**config.mk**
```make
export PLATFORM = sky130hd
export DESIGN_NAME = router_fsm
export DESIGN_NICKNAME = d
export VERILOG_FILES = /design/src/rtl/router_pkg.sv /design/src/rtl/router_fsm.sv
export SDC_FILE = /design/constraint.sdc
export NUM_CORES = 1
export LEC_CHECK = 0
export CAP_MARGIN = 20
export CORE_AREA = 3 3 40 42
export CTS_CLUSTER_SIZE = 10
export DETAILED_ROUTE_END_ITERATION = 7
export DIE_AREA = 0 0 43 45
export GPL_TIMING_DRIVEN = 1
export PLACE_DENSITY = 0.81
export SLEW_MARGIN = 20
export SYNTH_ARGS = -nofsm -noshare
export SYNTH_HDL_FRONTEND = slang
export SYNTH_SLANG_ARGS = --single-unit
```
**constraint.sdc**
```tcl
create_clock -name clock -period 1.6 [get_ports clock]
set_clock_uncertainty 0.15 [all_clocks]
set_input_delay 0.48 -clock clock [delete_from_list [all_inputs] [get_ports clock]]
set_output_delay 0.48 -clock clock [all_outputs]
set_load 0.02 [all_outputs]
```
**src/rtl/router_pkg.sv**
```systemverilog
// Shared definitions for the 1-to-3 router.
// Used by the packet FSM, the synchronizer and the register stage.
package router_pkg;

  localparam int ADDR_WIDTH = 2;
  localparam int NUM_DEST   = 3;

  localparam logic [ADDR_WIDTH-1:0] ADDR_INVALID = 2'b11;

  typedef enum logic [2:0] {
    DECODE_ADDRESS     = 3'd0,
    LOAD_FIRST_DATA    = 3'd1,
    LOAD_DATA          = 3'd2,
    LOAD_PARITY        = 3'd3,
    FIFO_FULL_STATE    = 3'd4,
    LOAD_AFTER_FULL    = 3'd5,
    WAIT_TILL_EMPTY    = 3'd6,
    CHECK_PARITY_ERROR = 3'd7
  } state_e;

endpackage

```
**src/rtl/router_fsm.sv**
```systemverilog
// Packet-level controller: decodes the header destination and sequences
// header, payload and parity writes into the addressed FIFO.
module router_fsm
  import router_pkg::*;
(
  input  logic                  clock,
  input  logic                  reset,
  input  logic                  pkt_valid,
  input  logic [ADDR_WIDTH-1:0] data_in,
  input  logic                  fifo_full,
  input  logic                  fifo_empty_0,
  input  logic                  fifo_empty_1,
  input  logic                  fifo_empty_2,
  input  logic                  soft_reset_0,
  input  logic                  soft_reset_1,
  input  logic                  soft_reset_2,
  input  logic                  parity_done,
  input  logic                  low_pkt_valid,
  output logic                  detect_add,
  output logic                  lfd_state,
  output logic                  ld_state,
  output logic                  laf_state,
  output logic                  full_state,
  output logic                  write_enb_reg,
  output logic                  rst_int_reg,
  output logic                  busy,
  output state_e                state_dbg_o
);

  state_e                state_q, state_d;
  logic [ADDR_WIDTH-1:0] addr_q,  addr_d;

  logic empty_in;    // empty flag of the FIFO named by the incoming header
  logic empty_addr;  // empty flag of the latched destination
  logic soft_addr;   // timeout reset of the latched destination

  // Valid/ready: the source may present a byte only while busy is low; a
  // header is taken in DECODE_ADDRESS whenever pkt_valid is high, and a
  // payload byte is written on every cycle write_enb_reg is high.

  always_comb begin
    empty_in = 1'b0;
    case (data_in)
      2'd0:    empty_in = fifo_empty_0;
      2'd1:    empty_in = fifo_empty_1;
      2'd2:    empty_in = fifo_empty_2;
      default: empty_in = 1'b0;
    endcase
  end

  // An invalid latched address selects no FIFO, so it never sees a soft reset.
  always_comb begin
    empty_addr = 1'b0;
    soft_addr  = 1'b0;
    case (addr_q)
      2'd0: begin
        empty_addr = fifo_empty_0;
        soft_addr  = soft_reset_0;
      end
      2'd1: begin
        empty_addr = fifo_empty_1;
        soft_addr  = soft_reset_1;
      end
      2'd2: begin
        empty_addr = fifo_empty_2;
        soft_addr  = soft_reset_2;
      end
      default: begin
        empty_addr = 1'b0;
        soft_addr  = 1'b0;
      end
    endcase
  end

  always_comb begin
    state_d = state_q;
    addr_d  = addr_q;

    if (state_q == DECODE_ADDRESS && pkt_valid) begin
      addr_d = data_in;
    end

    if (soft_addr) begin
      state_d = DECODE_ADDRESS;
    end else begin
      case (state_q)
        DECODE_ADDRESS: begin
          if (pkt_valid && data_in != ADDR_INVALID) begin
            state_d = empty_in ? LOAD_FIRST_DATA : WAIT_TILL_EMPTY;
          end
        end
        WAIT_TILL_EMPTY: begin
          if (empty_addr) state_d = LOAD_FIRST_DATA;
        end
        LOAD_FIRST_DATA: state_d = LOAD_DATA;
        LOAD_DATA: begin
          if (fifo_full)       state_d = FIFO_FULL_STATE;
          else if (!pkt_valid) state_d = LOAD_PARITY;
        end
        FIFO_FULL_STATE: begin
          if (!fifo_full) state_d = LOAD_AFTER_FULL;
        end
        LOAD_AFTER_FULL: begin
          if (parity_done)        state_d = DECODE_ADDRESS;
          else if (low_pkt_valid) state_d = LOAD_PARITY;
          else                    state_d = LOAD_DATA;
        end
        LOAD_PARITY: state_d = CHECK_PARITY_ERROR;
        CHECK_PARITY_ERROR: begin
          state_d = fifo_full ? FIFO_FULL_STATE : DECODE_ADDRESS;
        end
        default: state_d = DECODE_ADDRESS;
      endcase
    end
  end

  always_ff @(posedge clock) begin
    if (reset) begin
      state_q <= DECODE_ADDRESS;
      addr_q  <= ADDR_INVALID;
    end else begin
      state_q <= state_d;
      addr_q  <= addr_d;
    end
  end

  // Moore outputs, decoded from the registered state only.
  always_comb begin
    detect_add    = (state_q == DECODE_ADDRESS);
    lfd_state     = (state_q == LOAD_FIRST_DATA);
    ld_state      = (state_q == LOAD_DATA);
    laf_state     = (state_q == LOAD_AFTER_FULL);
    full_state    = (state_q == FIFO_FULL_STATE);
    rst_int_reg   = (state_q == CHECK_PARITY_ERROR);
    write_enb_reg = (state_q == LOAD_DATA) || (state_q == LOAD_PARITY) ||
                    (state_q == LOAD_AFTER_FULL);
    busy          = !((state_q == DECODE_ADDRESS) || (state_q == LOAD_DATA));
    state_dbg_o   = state_q;
  end

endmodule

```
# Word level (Yosys, flattened, before mapping)
# Cells that the tools add are included.
# Widths: inputs -> output; s select.
# classes
n_addsub,0
multipliers,0
div,0
order_cmp,0
n_eq_ne,16
n_shift,0
n_mux,13
n_bitwise,0
n_reduce_logical,11
# op_table
cell,count
$pmux 3 s8,1
$mux 3,7
$eq 3x3->1 const B,4
$pmux 1 s3,3
$eq 3x2->1 const B,2
$ne 2x2->1 const B,3
$eq 2x1->1 const B,2
$eq 2x2->1 const B,2
$logic_not 2->1,2
$reduce_and 4->1,1
$eq 3x1->1 const B,1
$logic_not 3->1,1
$logic_or 1x1->1,3
$ne 3x3->1 const B,1
$logic_and 1x1->1,2
$mux 2,1
$ne 2x1->1 const B,1
$reduce_or 2->1,1
$logic_not 1->1,1
$mux 1,1
# word_totals
reg_bits,5
latch_bits,0
mem_bits_rw,0
romBits,0
out_inout_bits,11
elab_cells,42
memories,0

# Longest topological paths before layout
# depth
word_depth,5
ltp_mapped,5

# Worst setup path before layout
# OpenSTA, ideal clock, no wires.
# synth_timing
path_kind,reg2out
startpoint,reg state_q[2] (netlist: state_dbg_o[2])
endpoint,out full_state
arrival_time_ns,1.283
setup_slack_ns,-0.313
path_stages_with_launch,3
n_path_buf,1
cell_sequence,dfxtp_1 > buf_2 > nor3b_1
# synth_between
elab_chain_cells,1
# synth_lines
item,line,rtl
start: declaration,router_fsm.sv:30,"state_e state_q, state_d;"
start signal: assignment,router_fsm.sv:122,state_q <= state_d;
$eq 3x3->1,router_fsm.sv:133,full_state = (state_q == FIFO_FULL_STATE);
end: declaration,router_fsm.sv:23,"output logic full_state,"
# Every way passes these cells.

# Worst setup path in the final report
# layout_timing
startpoint,reg state_q[1] (netlist: state_dbg_o[1])
endpoint,out detect_add
# layout_between
elab_chain_cells,1
# layout_lines
item,line,rtl
$logic_not 3->1,router_fsm.sv:129,detect_add = (state_q == DECODE_ADDRESS);
end: declaration,router_fsm.sv:19,"output logic detect_add,"
# Every way passes these cells.

==> metrics.txt <==
final setup fails=10; crit end category=output pin; DIE HEIGHT=45 um; Layout Area Growth over Synthesis=117%; Routed WL=1.38 mm; measured slew at the worst slew-check pin=246 ps; vias=568; largest net degree at the start of global routing=11; flop2flop setup slack=-90 ps; leak pwr=0.440 nW; Syn Std Cell Area=425 um2; pre-CTS setup slack=-499 ps; status=finished with violations; final hold vios=0; HP Start=addr_q[0]; Max Freq=561 MHz; RSZ-0062 raised after global routing=true; maximum clock insertion buffer count=2; via/cell ratio=4.73; Antenna Cells=0; WHS Endpoint=addr_q[0]; Peak VDD IR=1390 uV; power density over the cells=2070 mW/mm2; clock sink total=5; Max FO, Critical Path=3; Rel. slew slack=83.5%; average size of a mapped cell=7.33 um2; r2r startpoint=state_dbg_o[1]; Pre-antenna DRT Iters=4; Die W=43 um; worst hold path type=reg2reg; register area share after synthesis=23.5%; Ports=25; H-tree levels=1; Layout Utilization=71.8%; hold path depth=2; row count=13; clk_lat worst skew=240 ps; drt initial violations=9; nets=120; violated checks=negative setup slack; post-route clock period utilization=111%; GRT Overall Usage=15.3%; Design Power=0.00191 W; DRC viols=0; die footprint=0.00194 mm2; HPWL after DPL=1.06 mm; Crit Reg-Reg Endpoint=state_dbg_o[1]; post-synthesis net count=72; maxcap violations=0; Post-Syn Instances=58; Starting Density=33.1%; #FFs+latches synth=5; fraction of layout cells with a size suffix above 1=51.4%; Core Footprint=0.00128 mm2; yosys warns=0; reg2reg path depth=4; FILL cells=117; GRT overflow=0; ANT nets after route=0; Root Buffer=clkbuf_4; CTS Buf Count=3; clock transition at the registers of the reported paths=40 ps; crit start category=flop; Hold Buf Count CTS=0; initial antenna violation count=0; Max Slew Vio Count=0; Unique masters post-synth=23; vias in the first global route=539; TritonCTS clock tree=yes; Worst EP arrival=1150 ps; post-DR wirelength/cell=11.5 um; CP startpoint=state_dbg_o[1]; DP Area=830 um2; WP data required=970 ps; GPL Wtd Cong=0.851; first-pass GRT wire length=2.24 mm; Final min period=1780 ps; IO Port Bufs=24; final worst slack=-182 ps; Design Area, Final=922 um2; Crit Path Class=reg2out
## state kept, by name (all words and copies together) (netlist names)
signal and flops:
state_dbg_o 3, addr_q 2
## worst max path at each step
stage | end | slack (ps) | depth (start not counted)
3_5_place_dp | state_dbg_o[1] | -500 | 5
2_1_floorplan | ld_state | 20 | 3
4_1_cts | detect_add | -190 | 3
6_report | detect_add | -180 | 3
5_1_grt | detect_add | -220 | 3
3_3_place_gp | state_dbg_o[1] | -430 | 5
## logic make-up (layout without fill, tap and decap cells)
logic type	Yosys count	in the layout	share of synthesized area [%]
muxes	4	4	9.41
AOI/OAI and AO/OA	13	13	22.4
DFF	5	5	23.5
and+or+nand+nor	29	29	37.6
buffers and inverters	7	54	7.06
## critical path, stage by stage (launching register included)
cell     delay, ps
dfxtp_4        350
or3_4          390
inv_2           70
buf_6          110
## where the power goes
| part | internal [W] | switching [W] |
|---|---|---|
| logic | 0.000825 | 0.000644 |
| registers | 0.000203 | 0.0000885 |
| clock network | 0.0000943 | 0.0000520 |
## cells in the mapped netlist
| cell | n | area (um2) |
|---|---|---|
| nor3b_1 | 1 | 7.51 |
| nor4b_2 | 1 | 15.0 |
| and2_1 | 2 | 12.5 |
| a311o_1 | 1 | 10.0 |
| a21oi_1 | 4 | 20.0 |
| inv_1 | 4 | 15.0 |
| nand2_1 | 8 | 30.0 |
| and3_1 | 1 | 6.26 |
| a2111oi_2 | 1 | 15.0 |
| nand2b_1 | 1 | 6.26 |
| o211ai_1 | 1 | 7.51 |
| nand3b_1 | 3 | 22.5 |
| nor2b_1 | 1 | 6.26 |
| o2111ai_1 | 1 | 8.76 |
| a31oi_1 | 1 | 6.26 |
| or3_4 | 1 | 11.3 |
| nor2_1 | 6 | 22.5 |
| o21ai_0 | 2 | 10.0 |
| o22a_1 | 2 | 17.5 |
| mux2i_1 | 4 | 40.0 |
| dfxtp_1 | 5 | 100 |
| nand3_1 | 4 | 20.0 |
| buf_2 | 3 | 15.0 |
## per-layer routing
layer	global-route usage (%)	share of wire, %
met5	0	0
met4	1.81	0
met3	7.17	8.3
met2	26.3	49
met1	18.0	42
## placed cells by master (no fill, tap or decap), types with 3 or more instances in the layout
cell type,Yosys,final
mux2i_1,4,3
clkdlybuf4s50_1,0,4
buf_6,0,8
nor2_1,6,3
buf_2,3,3
buf_4,0,21
dfxtp_4,0,3
nand3b_1,3,3
nand2_1,8,7
clkbuf_4,0,3
nand3_1,4,4
dlygate4sd2_1,0,8
## area by class of cell
cell class                      instances  area [um2]  share of cell area, %
Tap cell                               15        18.8                   2.04
Inverter                                4        15.0                   1.63
Clock buffer                            4        26.3                   2.85
Timing Repair Buffer                   46         400                   43.4
Sequential cell                         5         113                   12.2
Multi-Input combinational cell         46         349                   37.9
## metrics by stage
step                hold WS [ps]  cells  TNS, ps
finish                       361    120     -943
global route                 375    120    -1410
CTS                          369    118    -1320
detailed placement           393    111    -4330
global placement             378    111    -4200
floorplan                    343     58        0
## what timing repair did
| action | in CTS | in global routing |
|---|---|---|
| pin swaps | 6 | 3 |
| setup buffers | 3 | 2 |
| gates resized for setup | 68 | 16 |
| setup endpoints to repair | 14 | 12 |
Note: power is estimated with default switching activity, not from simulation.
